--- src/rtl/uart_rx_frame.sv ---
// +----------------------------------------------------------------------------+
// | uart_rx_frame: oversampled UART receiver with start validation, optional   |
// | parity, 1/2 stop bits and break suppression.  Revision: 1.0                |
// +----------------------------------------------------------------------------+
`default_nettype none

module uart_rx_frame #(
  parameter int OVERSAMPLE = 16,
  parameter int DATA_BITS  = 8,
  parameter int PARITY_EN  = 0,
  parameter int PARITY_ODD = 0,
  parameter int STOP_BITS  = 1
) (
  input  logic                 clk,
  input  logic                 rst,
  input  logic                 tick,
  input  logic                 rx,
  output logic [DATA_BITS-1:0] data,
  output logic                 valid,
  output logic                 parity_err,
  output logic                 frame_err,
  output logic                 busy
);

  localparam int CW = (OVERSAMPLE > 1) ? $clog2(OVERSAMPLE) : 1;
  localparam int BW = $clog2(DATA_BITS + 1);
  localparam logic [CW-1:0] C_CNT_MID   = CW'(OVERSAMPLE / 2 - 1);
  localparam logic [CW-1:0] C_CNT_LAST  = CW'(OVERSAMPLE - 1);
  localparam logic [BW-1:0] C_DATA_LAST = BW'(DATA_BITS - 1);
  localparam logic [BW-1:0] C_STOP_LAST = BW'(STOP_BITS - 1);
  localparam logic          C_PAR_ODD   = (PARITY_ODD != 0);

  typedef enum logic [2:0] {
    S_IDLE   = 3'd0,
    S_START  = 3'd1,
    S_DATA   = 3'd2,
    S_PARITY = 3'd3,
    S_STOP   = 3'd4,
    S_BREAK  = 3'd5
  } state_t;

  state_t               state_q, state_d;
  logic                 sync1_q, sync1_d, sync2_q, sync2_d;
  logic [CW-1:0]        cnt_q, cnt_d;
  logic [BW-1:0]        bcnt_q, bcnt_d;
  logic [DATA_BITS-1:0] shreg_q, shreg_d;
  logic                 perr_q, perr_d;
  logic                 ferr_q, ferr_d;
  logic [DATA_BITS-1:0] data_q, data_d;
  logic                 valid_q, valid_d;
  logic                 parity_err_q, parity_err_d;
  logic                 frame_err_q, frame_err_d;
  logic                 busy_q, busy_d;
  logic                 rx_s;
  logic                 ferr_now;

  assign rx_s = sync2_q;

  always_comb begin
    sync1_d      = rx;
    sync2_d      = sync1_q;
    state_d      = state_q;
    cnt_d        = cnt_q;
    bcnt_d       = bcnt_q;
    shreg_d      = shreg_q;
    perr_d       = perr_q;
    ferr_d       = ferr_q;
    data_d       = data_q;
    valid_d      = 1'b0;
    parity_err_d = parity_err_q;
    frame_err_d  = frame_err_q;
    ferr_now     = ferr_q;

    if (tick) begin
      case (state_q)
        S_IDLE: begin
          if (!rx_s) begin
            state_d = S_START;
            cnt_d   = '0;
            perr_d  = 1'b0;
            ferr_d  = 1'b0;
          end
        end
        S_START: begin
          // A line that is high again at mid start bit was only a glitch
          if (cnt_q == C_CNT_MID) begin
            cnt_d   = '0;
            bcnt_d  = '0;
            state_d = rx_s ? S_IDLE : S_DATA;
          end else begin
            cnt_d = cnt_q + 1'b1;
          end
        end
        S_DATA: begin
          if (cnt_q == C_CNT_LAST) begin
            cnt_d   = '0;
            shreg_d = {rx_s, shreg_q[DATA_BITS-1:1]};
            if (bcnt_q == C_DATA_LAST) begin
              bcnt_d  = '0;
              state_d = (PARITY_EN != 0) ? S_PARITY : S_STOP;
            end else begin
              bcnt_d = bcnt_q + 1'b1;
            end
          end else begin
            cnt_d = cnt_q + 1'b1;
          end
        end
        S_PARITY: begin
          if (cnt_q == C_CNT_LAST) begin
            cnt_d   = '0;
            perr_d  = (^shreg_q) ^ rx_s ^ C_PAR_ODD;
            state_d = S_STOP;
          end else begin
            cnt_d = cnt_q + 1'b1;
          end
        end
        S_STOP: begin
          if (cnt_q == C_CNT_LAST) begin
            cnt_d    = '0;
            ferr_now = ferr_q | ~rx_s;
            ferr_d   = ferr_now;
            // Leave at the middle of the last stop bit so a following start edge is not missed
            if (bcnt_q == C_STOP_LAST) begin
              bcnt_d       = '0;
              data_d       = shreg_q;
              parity_err_d = (PARITY_EN != 0) ? perr_q : 1'b0;
              frame_err_d  = ferr_now;
              valid_d      = 1'b1;
              state_d      = ferr_now ? S_BREAK : S_IDLE;
            end else begin
              bcnt_d = bcnt_q + 1'b1;
            end
          end else begin
            cnt_d = cnt_q + 1'b1;
          end
        end
        S_BREAK: begin
          cnt_d = '0;
          if (rx_s) begin
            state_d = S_IDLE;
          end
        end
        default: begin
          state_d = S_IDLE;
          cnt_d   = '0;
        end
      endcase
    end

    busy_d = (state_d != S_IDLE);
  end

  always_ff @(posedge clk or posedge rst) begin
    if (rst) begin
      sync1_q      <= 1'b1;
      sync2_q      <= 1'b1;
      state_q      <= S_IDLE;
      cnt_q        <= '0;
      bcnt_q       <= '0;
      shreg_q      <= '0;
      perr_q       <= 1'b0;
      ferr_q       <= 1'b0;
      data_q       <= '0;
      valid_q      <= 1'b0;
      parity_err_q <= 1'b0;
      frame_err_q  <= 1'b0;
      busy_q       <= 1'b0;
    end else begin
      sync1_q      <= sync1_d;
      sync2_q      <= sync2_d;
      state_q      <= state_d;
      cnt_q        <= cnt_d;
      bcnt_q       <= bcnt_d;
      shreg_q      <= shreg_d;
      perr_q       <= perr_d;
      ferr_q       <= ferr_d;
      data_q       <= data_d;
      valid_q      <= valid_d;
      parity_err_q <= parity_err_d;
      frame_err_q  <= frame_err_d;
      busy_q       <= busy_d;
    end
  end

  assign data       = data_q;
  assign valid      = valid_q;
  assign parity_err = parity_err_q;
  assign frame_err  = frame_err_q;
  assign busy       = busy_q;

endmodule

`default_nettype wire

--- config.mk ---
export PLATFORM = sky130hd
export DESIGN_NAME = uart_rx_frame
export DESIGN_NICKNAME = d
export VERILOG_FILES = /design/src/rtl/uart_rx_frame.sv
export SDC_FILE = /design/constraint.sdc
export NUM_CORES = 1
export LEC_CHECK = 0
export ABC_AREA = 1
export BUFFER_PORTS_ARGS = -buffer_cell sky130_fd_sc_hd__buf_2
export CORE_ASPECT_RATIO = 0.5
export CORE_MARGIN = 8
export CORE_UTILIZATION = 50
export CTS_CLUSTER_SIZE = 30
export DETAILED_ROUTE_END_ITERATION = 6
export PLACE_DENSITY = 0.69
export SLEW_MARGIN = 20
export SYNTH_ARGS = -nofsm -noshare
export SYNTH_HDL_FRONTEND = slang
export SYNTH_SLANG_ARGS = --single-unit
export TNS_END_PERCENT = 10
--- constraint.sdc ---
create_clock -name clk -period 2.04 [get_ports clk]
set_input_delay 0.612 -clock clk [delete_from_list [all_inputs] [get_ports clk]]
set_output_delay 0.612 -clock clk [all_outputs]
set_load 0.005 [all_outputs]
* After elaboration in Yosys (flattened, before gate mapping) *
Index checks and enable logic that the tools add are counted.

word-level totals
  input bits = 4
  output and inout bits = 12
  bits in registers = 33

cells by class
  add/sub/neg operators = 2
  bitwise gates (word level) = 2
  reduce and logical (&&, ||, !) cells = 11
  muxes and demuxes = 29
  equal/unequal tests = 12

operator list
  operator                                              number
  2-to-1 mux 4 bit                                      8
  2-to-1 mux 3 bit                                      10
  one-hot mux 4 bit (3 select lines)                    2
  one-hot mux 3 bit (6 select lines)                    1
  adder 4 x 1 -> 4 bit (second input constant)          2
  equality test 4 x 3 -> 1 bit (second input constant)  2
  != test 2 bit (second input constant)                 4
  AND reduction 4 bit                                   2
  equality test 3 x 2 -> 1 bit (second input constant)  2
  equality test 3 bit (second input constant)           2
  2-to-1 mux 1 bit                                      6
  nonzero test 3 bit                                    2
  AND reduction 5 bit                                   1
  equality test 4 bit (second input constant)           1
  logical NOT 4 bit                                     1
  equality test 3 x 1 -> 1 bit (second input constant)  1
  logical NOT 3 bit                                     1
  AND reduction 3 bit                                   1
  OR reduction 3 bit                                    1
  2-to-1 mux 2 bit                                      1
  one-hot mux 1 bit (2 select lines)                    1
  AND reduction 2 bit                                   1
  nonzero test 2 bit                                    1
  inverter 1 bit                                        1
  OR 1 bit                                              1

* Longest topological paths before layout *
Gate-level depths: netlist of the first run.

  word-level depth = 8
  depth in mapped cells = 11

* Worst setup path before layout of the first run *
Ideal clock, no wire load.

  path kind = input to register
  from = in tick
  to = reg frame_err_q (netlist: frame_err)
  stages on the path = 7
  slack = 0.492 ns
  arrival = 1.432 ns
  setup time = 0.117 ns
  path through = buf_2 inv_1 nor3_4 inv_2 buf_6 nor2_2 nor2_1

between the ends
  longest elaborated chain between the ends = 1

ends and longest elaborated chain
  item                           RTL line  text
  from (decl)                    16        input logic tick,
  AND reduction 4 bit (no line)  --
  to (signal assigned)           180       frame_err_q <= frame_err_d;
  to (decl)                      52        logic frame_err_q, frame_err_d;

No other way between the ends.
A chain may end at the register's enable or synchronous reset.

* Worst setup path in the final report of the first run *
  from = reg bcnt_q[0]
  to = reg data_q[2] (netlist: data[2])

between the ends
  longest elaborated chain between the ends = 2

ends and longest elaborated chain
  item                           RTL line  text
  from (decl)                    45        logic [BW-1:0] bcnt_q, bcnt_d;
  from (signal assigned)         173       bcnt_q <= bcnt_d;
  logical NOT 4 bit              123       if (bcnt_q == C_STOP_LAST) begin
  AND reduction 4 bit (no line)  --
  to (signal assigned)           177       data_q <= data_d;
  to (decl)                      49        logic [DATA_BITS-1:0] data_q, data_d;

No other way between the ends.

==> flow_summary.ini, run 1 <==
[min_path]
hold_depth = 0
hold_class = reg2reg
hold_start = sync1_q$_DFF_PP1_
min_to = rx_s$_DFF_PP1_

[global_routing]
first_global_vias = 1242
overflow = 0
grt_max_degree = 34
grt_pass1_wl_mm = 5.55
antenna_found_initial = 0
gr-usage-all-layers_pct = 12.3

[clock_tree]
clk_path_buf_depth = 2
cts_hold_buf = 0
cts.repair.resized = 0
numCtsBuffers = 5
htreeDepth = 2
cts_tree = yes
cts_root_buf = clkbuf_8
clk_latency_ns = 0.29
post_cts_buffers = 0
cts_sinks = 33
clk_pin_slew_ns = 0.07

[cells_and_area]
nFillCells = 263
fin_nets = 221
layout.cells.non_filler = 255
fin_util_pct = 59.6
syn_to_final_growth_pct = 10.7
antenna_cells = 0
drive_gt1_share_pct = 24.2
stdcell_area_um2 = 1850

[synthesis]
yosys_most_used_dff = dfrtp_1
yosysTopAreaCellShare_pct = 46.5
ys_top_cells_by_count = nand2_1, dfrtp_1, inv_1, o21ai_0, nor2_1
yosysWarnings = 0
ys_ff_latch = 33
syn-mean-instance-area_um2 = 8.52
synth-edff-count = 0
yosysSeqAreaShare_pct = 49.6
yosysTopAreaCell = dfrtp_1
netlist_top_cells_area = dfrtp_1, nand2_1, o21ai_0, inv_1, o21ai_2
post-synth-top-count-cell = nand2_1
synth_fp_nets = 203
yosysUniqueCellTypes = 31
syn_inst = 196
synthArstFlopShare_pct = 100
synth_area_um2 = 1670

[placement]
dp_slack_ns = 0.390
post-place-cells = 247
port-buffer-count = 14
dpl.hpwl_mm = 2.21
gp_congestion = 0.859
placed_area_um2 = 1760

[sta]
setup_tns_ns = 0
worst_slack_ns = 0.424
skew_ns = 0.00666
setup_viol_count_final = 0
rsz0062_at_grt = no
fin_crit_ns = 1.62
hold_viol = 0
fin_hold_ws_ns = 0.358
final_max_slew_viol_count = 0
finalCritPeriodShare_pct = 79.2
clock.fmax_mhz = 619

[drt]
vias = 1242
drt_wl_total_mm = 3.07
routed_via_density = 4.87
drtIter0Drc = 44
drtAntennaViolNets = 0
routedWlPerCell_um = 12.0
firstDrtPassIters = 4
drc = 0

[power]
p_leak_nw = 0.940
ir_worst_vdd_uv = 494
powerDensity_nw_per_um2 = 965
power.total_mw = 1.78

[worst_setup_path]
worstPathRequired_ns = 2.21
r2r_end = data[2]$_DFFE_PP0P_
crit_fanout = 16
path_class = reg2reg
regToRegSetupSlack_ns = 0.42
worstReg2RegStart = bcnt_q[0]$_DFFE_PP0P_
endpoint_kind = flip-flop
critical_path.startpoint_type = flip-flop
cp.arrival_ns = 1.78
reg2reg_depth = 9
crit_start = bcnt_q[0]$_DFFE_PP0P_

[floorplan]
die-area_um2 = 5560
coreArea_um2 = 3100
initial_utilization_pct = 53.8
die_h_um = 56.9
die_x_um = 97.7
io_pins = 16
fp-row-count = 14

[outcome]
outcome = completed

[job]
drv_cap = 0
## per-layer routing
metal	up-vias	track usage [%]	part of all wire, %
met5	-	0	0
li1	649	-	-
met4	0	3.95	0.68
met2	26	18.3	42
met1	564	15.9	51
met3	3	4.91	5.6
## power by group
group	switching, mW	internal, mW
registers	0.0812	0.743
clock network	0.258	0.235
logic	0.294	0.171
## cells by family after synthesis
group,count (synthesis),synth area share (%)
AND/OR/NAND/NOR,87,24.7
AO/OA/AOI/OAI,37,13.5
buffers and inverters,33,8.62
flip-flops,33,49.6
adder cells (fa/ha/maj),3,2.25
XOR/XNOR,2,1.05
other,1,0.225
## flip-flops by register name, indices dropped and copies added, names as in the netlist
register   cells
sync1_q        1
state_q        3
frame_err      1
valid          1
ferr_q         1
data           8
rx_s           1
bcnt_q         4
busy           1
cnt_q          4
shreg_q        8
## critical path, stage by stage, from the launching register on
cell	delay, ns
dfrtp_1	0.40
inv_1	0.10
ha_1	0.15
nand2_1	0.07
nor2_2	0.16
nand2_4	0.09
nor3_4	0.17
inv_2	0.19
nand2_1	0.12
o21ai_2	0.05
## worst max-delay path by stage
stage / end / slack (ns) / depth (start not counted)
6_report: data[2]$_DFFE_PP0P_ / 0.42 / 9
2_1_floorplan: frame_err$_DFFE_PP0P_ / 0.49 / 7
4_1_cts: data[2]$_DFFE_PP0P_ / 0.41 / 9
5_1_grt: busy$_DFF_PP0_ / 0.26 / 10
3_3_place_gp: data[6]$_DFFE_PP0P_ / 0.43 / 6
3_5_place_dp: data[2]$_DFFE_PP0P_ / 0.39 / 6
## cell usage in the layout, fill, tap and decap left out
master	count
a21oi_1	4
a22o_1	1
buf_2	14
buf_4	1
clkbuf_8	5
clkinv_2	2
clkinvlp_4	1
conb_1	1
dfrtp_1	31
dfstp_2	2
ha_1	3
inv_1	24
inv_2	5
nand2_1	54
nand2_2	3
nand2_4	1
nand3_1	4
nand3_2	1
nand3b_1	2
nand4_1	1
nor2_1	12
nor2_2	5
nor2_8	1
nor3_2	1
nor3_4	1
o211ai_1	1
o21a_1	1
o21ai_0	18
o21ai_1	3
o21ai_2	8
o22ai_1	1
or2_2	1
xor2_1	2
## area by class of cell
type,instances,area [um^2],share of cell area (%)
Clock buffer,5,68.8,3.72
Clock inverter,3,17.5,0.948
Inverter,29,109,5.89
Multi-Input combinational cell,130,697,37.7
Sequential cell,33,828,44.8
Tap cell,40,50.0,2.71
Timing Repair Buffer,15,77.6,4.20
Note: power is estimated with default switching activity, not from simulation.
==> run 2, diff against run 1 <==
- ABC_AREA: 1 -> 0
- clock period: 2.04 -> 1.5 ns (I/O delays scaled with it)
==> run 2 against run 1 <==
The run now ends with negative setup slack left; synthesized cell count decreased by 19%; global-route usage rose by 2.7 points; register-to-register slack got worse by 0.63 ns; area after synthesis rose by 2.8%; sequential share of layout area is 9.8 points lower; combinational power increased to 3.3 times the previous value; largest power group is now combinational cells; highest routed layer unchanged.
==> flow_summary.ini, run 2 <==
[clock_tree]
clk_latency_ns = 0.29
cts_tree = yes
numCtsBuffers = 5
clk_pin_slew_ns = 0.07
cts_sinks = 33
cts_root_buf = clkbuf_8
clk_path_buf_depth = 2
htreeDepth = 2
cts_hold_buf = 0

[cells_and_area]
mostFrequentLayoutCell = buf_4
layout_common_cells = buf_4, dfrtp_1, mux2_4, buf_2, nand2_1
antenna_cells = 0
syn_to_final_growth_pct = 37.8
multiInputGateArea_um2 = 962
nFillCells = 243
fin_nets = 218
fin_util_pct = 70.4
drive_gt1_share_pct = 51.4
seq_area_um2 = 830

[worst_setup_path]
critical_path.startpoint_type = flip-flop
critPathBufInv = 1
cp.arrival_ns = 1.88
path_class = reg2reg
regToRegSetupSlack_ns = -0.21
endpoint_kind = flip-flop
crit_fanout = 8
slowest_stage = or3_4
crit_family = simple AND/OR/NAND/NOR gates
slowest_delay_ns = 0.40
path_cells = ha_2 > nand3_2 > or3_4 > nor2_4 > buf_12 > mux2_4
worstPathRequired_ns = 1.67

[synthesis]
syn_inst = 158
netlist_top_cells_area = dfrtp_1, mux2_4, mux2_2, o21ai_0, dfstp_2
synth_fp_nets = 165
yosysUniqueCellTypes = 50
yosys_most_used_dff = dfrtp_1
yosysSeqAreaShare_pct = 48.3
synthArstFlopShare_pct = 100
ys_top_cells_by_count = dfrtp_1, inv_1, o21ai_0, nand2_1
synth-edff-count = 0
yosysTopAreaCell = dfrtp_1
yosysTopAreaCellShare_pct = 45.2
yosysWarnings = 0
syn-mean-instance-area_um2 = 10.9
ys_ff_latch = 33
synth_area_um2 = 1720
post-synth-top-count-cell = dfrtp_1

[drt]
firstDrtPassIters = 4
drt_wl_total_mm = 4.26
routedWlPerCell_um = 16.8
drtIter0Drc = 61
drc = 0
routed_via_density = 5.48
vias = 1391
drtAntennaViolNets = 0

[floorplan]
initial_utilization_pct = 51.1
coreArea_um2 = 3360
die_x_um = 98.9
die-area_um2 = 5680
die_h_um = 57.4
fp-row-count = 15
io_pins = 16

[placement]
gp_congestion = 0.895
dpl.hpwl_mm = 2.87
port-buffer-count = 14

[sta]
worst_slack_ns = -0.207
final_max_slew_viol_count = 0
fin_crit_ns = 1.71
clock.fmax_mhz = 586
hold_viol = 0
setup_viol_count_final = 23
rsz0062_at_grt = yes
skew_ns = 0.00420
finalCritPeriodShare_pct = 114

[global_routing]
grt_max_degree = 17
antenna_found_initial = 0
first_global_vias = 1420
overflow = 0
gr-usage-all-layers_pct = 15.0
grt_pass1_wl_mm = 6.76

[min_path]
hold_class = in2async

[power]
powerDensity_nw_per_um2 = 1410
power.total_mw = 3.34
ir_worst_vdd_uv = 650
p_leak_nw = 1.12

[outcome]
violations = negative setup slack
outcome = finished, violations left

[job]
drv_cap = 0
## run 2: cell types whose count changed in the layout (fill, tap and decap cells not counted), moves of 10 or more
cell	delta
nand2_1	-44
buf_4	+38
o21ai_0	-12
nor2_1	-10
inv_1	-15
mux2_4	+16
## run 2: layout make-up
type                    instances  share of cell area, %
inverters                      11                   1.75
flip-flops and latches         33                   35.1
multi-input cells             105                   40.7
repair buffers                 55                   16.7
well taps                      42                   2.22
clock buffers                   5                   2.91
clock inverters                 3                  0.740
## run 2: stage by stage
step / cell area [um^2] / setup WS [ns] / hold slack (ns) / TNS, ns / cells
after detailed placement: 2070 / -0.376 / 0.348 / -6.53 / 242
after global routing: 2370 / -0.260 / 0.140 / -4.80 / 254
final: 2370 / -0.207 / 0.115 / -3.58 / 254
after global placement: 2070 / -0.362 / 0.347 / -6.13 / 242
after floorplan: 1720 / -0.305 / 0.345 / -5.05 / 158
after CTS: 2270 / -0.246 / 0.122 / -4.32 / 253
## run 2: kinds of logic after synthesis
family / Yosys count / share of synthesized area [%]
flip-flops: 33 / 48.3
XOR/XNOR: 4 / 2.04
buffers and inverters: 21 / 5.61
adder cells (fa/ha/maj): 3 / 2.19
AO/OA/AOI/OAI: 36 / 14.1
AND/OR/NAND/NOR: 43 / 14.8
other: 1 / 0.218
multiplexers: 17 / 12.8
## run 2: repair_timing
item,4_1_cts,5_1_grt
cloned,0,1
gates resized for setup,20,22
buffers inserted,3,1
endpoints found under the hold margin,0,0
pin swaps,8,7
endpoints found under the setup margin,24,28
## run 2: power breakdown
| part | switching, mW | internal [mW] |
|---|---|---|
| Combinational | 0.779 | 0.768 |
| Clock | 0.352 | 0.320 |
| Sequential | 0.0929 | 1.02 |
## run 2: worst register-to-register path, cell delays in order (launching register included)
cell and delay [ns]:
dfrtp_1 0.36, ha_2 0.20, nand3_2 0.10, or3_4 0.40, nor2_4 0.11, buf_12 0.14
mux2_4 0.30
## run 2: path summary, 6_finish.rpt
check	from	end	cells past startpoint
max	cnt_q[0]$_DFFE_PP0P_	shreg_q[1]$_DFFE_PP0P_	6
min	rst	valid$_DFF_PP0_	2
max reg2reg	cnt_q[0]$_DFFE_PP0P_	shreg_q[1]$_DFFE_PP0P_	6
min reg2reg	sync1_q$_DFF_PP1_	rx_s$_DFF_PP1_	0
max in group asynchronous	rst	sync1_q$_DFF_PP1_	3
min in group clk	rx	sync1_q$_DFF_PP1_	1
## run 2: layer usage
layer	share of wire (%)	GRT usage, %	up-vias
met5	0	0	-
met1	44	17.2	681
met4	2.0	6.91	0
met2	49	25.5	29
li1	-	-	671
met3	4.8	4.36	10
==> run 3, diff against run 2 <==
- RECOVER_POWER: unset -> 50
==> run 3 against run 2 <==
Power about the same; setup slack better by 0.00071 ns; the flow still finishes with violations (negative setup slack); fmax about the same; critical endpoint unchanged; critical path depth stayed put; die area unchanged.
==> flow_summary.ini, run 3 (synthesized netlist as in run 2, its figures left out) <==
[placement]
post-place-cells = 242
dpl.hpwl_mm = 2.87
gp_congestion = 0.895
port-buffer-count = 14

[clock_tree]
cts_hold_buf = 0
clk_latency_ns = 0.29
clk_path_buf_depth = 2
numCtsBuffers = 5
cts_root_buf = clkbuf_8
clk_pin_slew_ns = 0.07
cts_sinks = 33
htreeDepth = 2
cts_tree = yes

[cells_and_area]
mostFrequentLayoutCell = buf_4
layout.cells.non_filler = 254
fin_nets = 218
multiInputGateArea_um2 = 962
antenna_cells = 0
layout_common_cells = buf_4, dfrtp_1, mux2_4, buf_2, nand2_1
drive_gt1_share_pct = 50.5
seq_area_um2 = 830
nFillCells = 247
syn_to_final_growth_pct = 37.4

[worst_setup_path]
slowest_stage = or3_4
critical_path.startpoint_type = flip-flop
path_cells = ha_2 > nand3_2 > or3_4 > nor2_4 > buf_12 > mux2_4
endpoint_kind = flip-flop
crit_fanout = 8
path_class = reg2reg
cp.arrival_ns = 1.88
slowest_delay_ns = 0.40
worstPathRequired_ns = 1.68

[min_path]
hold_class = in2async

[sta]
worst_slack_ns = -0.207
finalCritPeriodShare_pct = 114
fin_crit_ns = 1.71
hold_viol = 0
final_max_slew_viol_count = 0
setup_viol_count_final = 23
fin_hold_ws_ns = 0.113
setup_tns_ns = -3.55
worstMarginPinSlew_ns = 0.801
rsz0062_at_grt = yes
skew_ns = 0.00396
clock.fmax_mhz = 586
slew_headroom_pct = 46.6

[outcome]
violations = negative setup slack
outcome = finished, violations left

[power]
ir_worst_vdd_uv = 649
p_leak_nw = 1.11
power.total_mw = 3.33
powerDensity_nw_per_um2 = 1410

[global_routing]
gr-usage-all-layers_pct = 15.0
overflow = 0
grt_pass1_wl_mm = 6.76
first_global_vias = 1420
grt_max_degree = 17
antenna_found_initial = 0

[drt]
drtIter0Drc = 61
drtAntennaViolNets = 0
vias = 1387
routedWlPerCell_um = 16.8
firstDrtPassIters = 4
routed_via_density = 5.46
drc = 0
drt_wl_total_mm = 4.26

[floorplan]
die_x_um = 98.9
die-area_um2 = 5680
fp-row-count = 15
initial_utilization_pct = 51.1
die_h_um = 57.4
coreArea_um2 = 3360
io_pins = 16

[job]
drv_cap = 0
[run 3: stage by stage]
| step | util, % | instance area, um^2 | setup WS [ns] |
|---|---|---|---|
| after floorplan | - | 1720 | -0.305 |
| after global placement | 61.6 | 2070 | -0.362 |
| after detailed placement | 61.6 | 2070 | -0.376 |
| after CTS | 67.7 | 2270 | -0.246 |
| after global routing | 70.2 | 2360 | -0.260 |
| final | 70.2 | 2360 | -0.207 |
[run 3: final cells by class]
class,instances,share of cell area [%]
Clock buffer,5,2.92
Clock inverter,3,0.743
Inverter,11,1.75
Multi-Input combinational cell,105,40.8
Sequential cell,33,35.2
Tap cell,42,2.23
Timing Repair Buffer,55,16.4
[run 3: what timing repair did]
action / 4_1_cts / 5_1_grt
setup buffers: 3 / 1
pin swaps: 8 / 7
cloned: 0 / 1
resized for setup: 20 / 22
endpoints found under the setup margin: 24 / 28
[run 3: per-layer routing]
| layer | up-vias | global-route usage, % | share of wire, % |
|---|---|---|---|
| met5 | - | 0 | 0 |
| li1 | 671 | - | - |
| met4 | 0 | 6.91 | 2.0 |
| met2 | 29 | 25.5 | 50 |
| met1 | 677 | 17.2 | 44 |
| met3 | 10 | 4.36 | 4.7 |
[run 3: critical path, delay by kind of cell (launching register included)]
family	cells	cell delay, ns
and+or+nand+nor	3	0.61
adders and majority gates	1	0.20
muxes	1	0.29
buffers and inverters	1	0.14
DFF	1	0.36
[run 3: report_power, final]
part	internal, mW	total [mW]	switching [mW]
Combinational	0.766	1.54	0.779
Sequential	1.02	1.11	0.0921
Clock	0.320	0.673	0.353
[run 3: path summary, 6_finish.rpt]
check	to	slack, ns	cells after the start	start
worst max-delay path	shreg_q[1]$_DFFE_PP0P_	-0.21	6	cnt_q[0]$_DFFE_PP0P_
worst min-delay path	valid$_DFF_PP0_	0.11	2	rst
worst max register to register	shreg_q[1]$_DFFE_PP0P_	-0.21	6	cnt_q[0]$_DFFE_PP0P_
worst min register to register	rx_s$_DFF_PP1_	0.36	0	sync1_q$_DFF_PP1_
max in group asynchronous	shreg_q[3]$_DFFE_PP0P_	0.36	3	rst
min in group clk	sync1_q$_DFF_PP1_	0.25	1	rx
